### src/rtl/dout_tx_if.sv
// dout_tx_if: DOUT write port and FLAG-set return path between the CPU and the serial transmitter
//   tx_data[7:0]  byte written to DOUT (register-file write-data bus)
//   tx_wr         one-cycle DOUT write strobe
//   tx            serial line, idles high
//   busy          frame in progress
//   flag_out[7:0] one-cycle DONE / OVR pulses for the FLAG set-inputs
interface dout_tx_if;
    logic [7:0] tx_data;
    logic       tx_wr;
    logic       tx;
    logic       busy;
    logic [7:0] flag_out;
    modport master (output tx_data, tx_wr, input tx, busy, flag_out);
    modport slave  (input tx_data, tx_wr, output tx, busy, flag_out);
endinterface

### src/rtl/dout_serial_tx.sv
// dout_serial_tx: 8N1 UART transmitter fed by DOUT writes, pulsing FLAG bits on completion/overrun
//   clk    system clock, rising edge
//   reset  synchronous active-high reset
//   bus    dout_tx_if.slave: tx_data, tx_wr in; tx, busy, flag_out out
//   Optional macro DOUT_TX_BUFFER_EN adds a one-byte holding buffer for back-to-back frames.
module dout_serial_tx #(
    parameter int CLKS_PER_BIT  = 434,
    parameter int DONE_FLAG_BIT = 6,
    parameter int OVR_FLAG_BIT  = 5
) (
    input logic clk,
    input logic reset,
    dout_tx_if.slave bus
);
    typedef enum logic [1:0] {IDLE, START, DATA, STOP} state_t;
    localparam int CW = CLKS_PER_BIT > 1 ? $clog2(CLKS_PER_BIT) : 1;
    state_t state, state_n;
    logic [CW-1:0] cnt, cnt_n;
    logic [2:0] bit_idx, bit_n;
    logic [7:0] shreg, shreg_n;
    logic tx_r, tx_n, done_r, done_n, ovr_r, ovr_n, bit_end;
`ifdef DOUT_TX_BUFFER_EN
    logic [7:0] hold, hold_n;
    logic full, full_n;
`endif
    assign bit_end = cnt == CW'(CLKS_PER_BIT - 1);
    always_comb begin
        state_n = state;
        cnt_n   = (state == IDLE || bit_end) ? '0 : cnt + 1'b1;
        bit_n   = bit_idx;
        shreg_n = shreg;
        tx_n    = tx_r;
        done_n  = 1'b0;
        ovr_n   = 1'b0;
`ifdef DOUT_TX_BUFFER_EN
        hold_n  = hold;
        full_n  = full;
`endif
        case (state)
            IDLE: if (bus.tx_wr) begin
                state_n = START;
                shreg_n = bus.tx_data;
                tx_n    = 1'b0;
            end
            START: if (bit_end) begin
                state_n = DATA;
                tx_n    = shreg[0];
            end
            DATA: if (bit_end) begin
                if (bit_idx == 3'd7) begin
                    state_n = STOP;
                    tx_n    = 1'b1;
                    bit_n   = 3'd0;
                end else begin
                    bit_n   = bit_idx + 3'd1;
                    tx_n    = shreg[bit_idx + 3'd1];
                end
            end
            STOP: if (bit_end) begin
                done_n  = 1'b1;
                state_n = IDLE;
                tx_n    = 1'b1;
`ifdef DOUT_TX_BUFFER_EN
                // Chain straight into the next start bit, no idle bit in between.
                if (full) begin
                    state_n = START;
                    shreg_n = hold;
                    tx_n    = 1'b0;
                    full_n  = 1'b0;
                end else if (bus.tx_wr) begin
                    state_n = START;
                    shreg_n = bus.tx_data;
                    tx_n    = 1'b0;
                end
`endif
            end
        endcase
        if (bus.tx_wr && state != IDLE) begin
`ifdef DOUT_TX_BUFFER_EN
            // Old full flag decides: a write landing as the buffer drains is still an overrun.
            if (full)
                ovr_n = 1'b1;
            else if (!(state == STOP && bit_end)) begin
                hold_n = bus.tx_data;
                full_n = 1'b1;
            end
`else
            ovr_n = 1'b1;
`endif
        end
    end
    always_ff @(posedge clk) begin
        if (reset) begin
            state   <= IDLE;
            cnt     <= '0;
            bit_idx <= 3'd0;
            shreg   <= 8'd0;
            tx_r    <= 1'b1;
            done_r  <= 1'b0;
            ovr_r   <= 1'b0;
`ifdef DOUT_TX_BUFFER_EN
            hold    <= 8'd0;
            full    <= 1'b0;
`endif
        end else begin
            state   <= state_n;
            cnt     <= cnt_n;
            bit_idx <= bit_n;
            shreg   <= shreg_n;
            tx_r    <= tx_n;
            done_r  <= done_n;
            ovr_r   <= ovr_n;
`ifdef DOUT_TX_BUFFER_EN
            hold    <= hold_n;
            full    <= full_n;
`endif
        end
    end
    assign bus.tx   = tx_r;
    assign bus.busy = state != IDLE;
    always_comb begin
        bus.flag_out = 8'd0;
        bus.flag_out[DONE_FLAG_BIT] = done_r;
        bus.flag_out[OVR_FLAG_BIT]  = ovr_r;
    end
endmodule

### src/flat_wrapper.sv
// flat-port wrapper written by rule: the top's interface ports become plain ports
module dout_serial_tx_flat 
#(
    parameter int CLKS_PER_BIT  = 434,
    parameter int DONE_FLAG_BIT = 6,
    parameter int OVR_FLAG_BIT  = 5
)
  (clk, reset, bus_tx_data, bus_tx_wr, bus_tx, bus_busy, bus_flag_out);
  dout_tx_if bus_i ();
  input logic clk;
  input logic reset;
  input wire logic [$bits(bus_i.tx_data)-1:0] bus_tx_data;
  input wire logic [$bits(bus_i.tx_wr)-1:0] bus_tx_wr;
  output wire logic [$bits(bus_i.tx)-1:0] bus_tx;
  output wire logic [$bits(bus_i.busy)-1:0] bus_busy;
  output wire logic [$bits(bus_i.flag_out)-1:0] bus_flag_out;
  assign bus_i.tx_data = bus_tx_data;
  assign bus_i.tx_wr = bus_tx_wr;
  assign bus_tx = bus_i.tx;
  assign bus_busy = bus_i.busy;
  assign bus_flag_out = bus_i.flag_out;
  dout_serial_tx #(.CLKS_PER_BIT(CLKS_PER_BIT), .DONE_FLAG_BIT(DONE_FLAG_BIT), .OVR_FLAG_BIT(OVR_FLAG_BIT)) u_core (.clk(clk), .reset(reset), .bus(bus_i));
endmodule
### config.mk
export PLATFORM = sky130hd
export DESIGN_NAME = dout_serial_tx_flat
export DESIGN_NICKNAME = d
export VERILOG_FILES = /design/src/rtl/dout_tx_if.sv /design/src/rtl/dout_serial_tx.sv /design/src/flat_wrapper.sv
export SDC_FILE = /design/constraint.sdc
export NUM_CORES = 1
export LEC_CHECK = 0
export BUFFER_PORTS_ARGS = -buffer_cell sky130_fd_sc_hd__buf_4
export CORE_ASPECT_RATIO = 1.5
export CORE_MARGIN = 2
export CORE_UTILIZATION = 58
export DETAILED_ROUTE_END_ITERATION = 8
export GPL_ROUTABILITY_DRIVEN = 1
export PLACE_DENSITY = 0.79
export SYNTH_ARGS = -nofsm -noshare
export SYNTH_HDL_FRONTEND = slang
export SYNTH_SLANG_ARGS = --single-unit
### constraint.sdc
create_clock -name clk -period 2.7 [get_ports clk]
set_input_delay 0.135 -clock clk [delete_from_list [all_inputs] [get_ports clk]]
set_output_delay 0.135 -clock clk [all_outputs]
set_load 0.05 [all_outputs]
==> key figures <==
Job
  – Max-Cap Viols: 0

Setup path
  – Launch point of the worst reg-to-reg path: u_core.bit_idx[0]$_SDFFE_PP0P_
  – Slowest stage delay, CP: 510 ps
  – Worst path slowest cell: or4_1
  – Startpoint types: register
  – Reg2reg end: u_core.bus.tx$_SDFFE_PP1P_
  – Cell mode on critical path: ha_1
  – CP delay by family, top: simple AND/OR/NAND/NOR gates
  – Worst path bufs/invs: 0
  – Critical path depth in cells: 7
  – CP endpoint kind: register
  – R2r setup slk: 560 ps
  – CP cell instances: ha_1 > ha_1 > nand2_1 > nor2_1 > or4_1 > a221oi_1 > o31ai_1
  – Worst setup startpoint: u_core.bit_idx[0]$_SDFFE_PP0P_
  – Worst-case reg-to-reg path depth: 7
  – Critical Path Sink: u_core.bus.tx$_SDFFE_PP1P_
  – Worst-path maximum fanout: 7
  – Setup CP Type: register to register
  – Worst EP arrival: 2370 ps
  – CP Data Required Time: 2930 ps

Synthesis
  – Seq/Total Area, Yosys: 39.64%
  – Post-Synthesis Cells: 140
  – Avg Cell Area, Syn: 9.018 um2
  – Synth top area share: 39.64%
  – Post-synth EDFFs: 0
  – YS warnings: 0
  – Synth unique cells: 34
  – Yosys reg bits: 25
  – Cell taking the most area after synthesis: dfxtp_1
  – Async SR Flop Fraction: 0%
  – Area contributors post-synth: dfxtp_1 40%, ha_1 8.9%, mux2i_1 4.8%
  – Mapped cell area: 1262 um2
  – Top FF cell, synth: dfxtp_1

Clock network
  – CTS-repair resized insts: 0
  – Post-CTS Setup Inserts: 0
  – TritonCTS clock tree: done
  – Clock Tree Root: clkbuf_4
  – Number of hold buffers added after CTS: 0
  – Clock Sinks: 25
  – Latest clock arrival within the worst-skew pair: 330 ps
  – H-tree Lvls: 1
  – CTS clk-pin slew, worst paths: 130 ps
  – CTS max path bufs: 2
  – CTS buffer count: 3

Hold path
  – Hold/Removal Path Class: input port to register

Timing
  – Crit share post-route: 79.43%
  – Fin Setup TNS: 0 ps
  – Slew Viols, Final: 0
  – Final Hold Vio Count: 0
  – # setup viols final: 0
  – RSZ-0062 raised after global routing: no
  – Min Hold Slack: 46.76 ps
  – Setup WS post-layout: 555.5 ps
  – Skew final: 3.999 ps
  – Crit path time final: 2145 ps
  – Top achievable clock speed: 466.3 MHz

Run status
  – Outcome: completed

GRT
  – Initial antenna violation count: 0
  – Vias in the first global route: 922
  – GRT overflow: 0
  – Pin count of the biggest net entering global routing: 18
  – Overall Global Routing Usage: 19.53%
  – First-pass GRT wire length: 3.760 mm

Place
  – Post-Place Setup Slack: 584.2 ps
  – Placed inst area: 1330 um2
  – Gpl congestion: 0.8851
  – I/O Buffers: 14
  – Dpl hpwl: 1.719 mm
  – Placed Cells: 168

Detailed routing
  – Post-DRT Antenna Nets: 0
  – DRC viols: 0
  – Routed length per instance: 13.07 um
  – Vias/cell: 5.547
  – Drt first-iter violations: 12
  – DRT Pass-1 Iters: 4
  – Routed WL: 2.248 mm
  – DR vias: 954

Power and ir drop
  – Clock power share: 15.8%
  – Sequential Power Share: 42.9%
  – Leak: 0.5370 nW
  – Total power: 1.080 mW
  – Maximum VDD drop: 674.7 uV
  – Power density cells: 795.3 nW/um2
  – Combinational Power Share: 41.3%
  – Sw power: 447.3 uW
  – Net switching fraction of the power: 41.43%
  – Pint: 632.4 uW

Die
  – Core area: 2052 um2
  – Die ar.: 2574 um2
  – Row count: 20
  – Die Ht: 61.14 um
  – Starting Density: 61.52%
  – DIE WIDTH: 42.10 um
  – Top-level I/O count: 21

Finish
  – Final core occ: 66.16%
  – Fillcell total: 177
  – Share of cells above drive strength 1: 17.33%
  – Final std cells w/o fill: 172
  – Area growth syn-to-layout: 7.532%
  – N_diodes: 0
  – Post-route cell area: 1358 um2
  – Nets: 171
[flip-flops by register name (all words and copies together), names as in the netlist]
| register | count |
|---|---|
| u_core.cnt | 9 |
| u_core.shreg | 8 |
| u_core.bit_idx | 3 |
| u_core.state | 2 |
| u_core.bus.tx | 1 |
| u_core.done_r | 1 |
| u_core.ovr_r | 1 |
[cells in the final DEF, fill, tap and decap left out, drive strengths merged, types with 2 or more instances in the layout]
cell type and n:
dfxtp 25, buf 15, nand2 15, nor2 13
nand3 12, a21oi 11, ha 9, mux2i 6
conb 6, inv 5, xor2 5, nor3 3
nand2b 3, clkbuf 3, xnor2 2, o22ai 2
or3 2
[cell type report]
| class | count | area [um2] | share of cell area [%] |
|---|---|---|---|
| multi-input cells | 101 | 670.6 | 49.40 |
| clock buffers | 3 | 22.52 | 1.659 |
| inverters | 5 | 18.77 | 1.382 |
| clock inverters | 1 | 5.005 | 0.3687 |
| repair buffers | 15 | 112.6 | 8.295 |
| well taps | 22 | 27.53 | 2.028 |
| flip-flops and latches | 25 | 500.5 | 36.87 |
[tightest hold or removal path, stage by stage]
cell	delay, ps
buf_4	110
nand3_1	50
a21oi_1	50
[worst min-delay path by stage]
stage	startpoint	to	cells after the start	slack [ps]
floorplan	bus_tx_data[1]	u_core.shreg[1]$_SDFFE_PP0P_	2	280
global placement	bus_tx_data[6]	u_core.shreg[6]$_SDFFE_PP0P_	3	400
detailed placement	bus_tx_data[0]	u_core.shreg[0]$_SDFFE_PP0P_	3	400
CTS	bus_tx_data[0]	u_core.shreg[0]$_SDFFE_PP0P_	3	50
global route	bus_tx_data[3]	u_core.shreg[3]$_SDFFE_PP0P_	3	60
finish	bus_tx_data[0]	u_core.shreg[0]$_SDFFE_PP0P_	3	50
[synthesized netlist by cell type, types with 2 or more instances]
cell / count
a21oi_1: 10
buf_4: 8
clkbuf_1: 4
dfxtp_1: 25
ha_1: 9
inv_1: 5
mux2i_1: 6
nand2_1: 14
nand2b_1: 3
nand3_1: 12
nor2_1: 13
nor3_1: 3
o22ai_1: 2
xnor2_1: 2
xor2_1: 5
[layer usage]
metal  routed length [um]  vias to the layer above  track usage, %
li1                     -                      480               -
met1                  855                      456           19.45
met2                 1297                       13           39.51
met3                   44                        5           1.760
met4                   51                        0           11.16
met5                    0                        -               0
[power groups by stage]
stage / Sequential (mW) / Clock, mW / Combinational, mW
global route: 0.469 / 0.182 / 0.496
detailed placement: 0.472 / 0 / 0.447
CTS: 0.463 / 0.171 / 0.448
floorplan: 0.486 / 0 / 0.329
global placement: 0.469 / 0 / 0.432
finish: 0.463 / 0.170 / 0.446
[cells by family after synthesis]
group,count (synthesis),synth area share (%)
xor gates and xnor gates,7,4.856
adders and majority gates,9,8.920
other,1,0.2970
AOI/OAI and AO/OA,17,8.227
muxes,6,4.757
buffers and inverters,19,8.721
DFF,25,39.64
and+or+nand+nor,56,24.58
No activity file was read; power rests on OpenSTA's default activity.
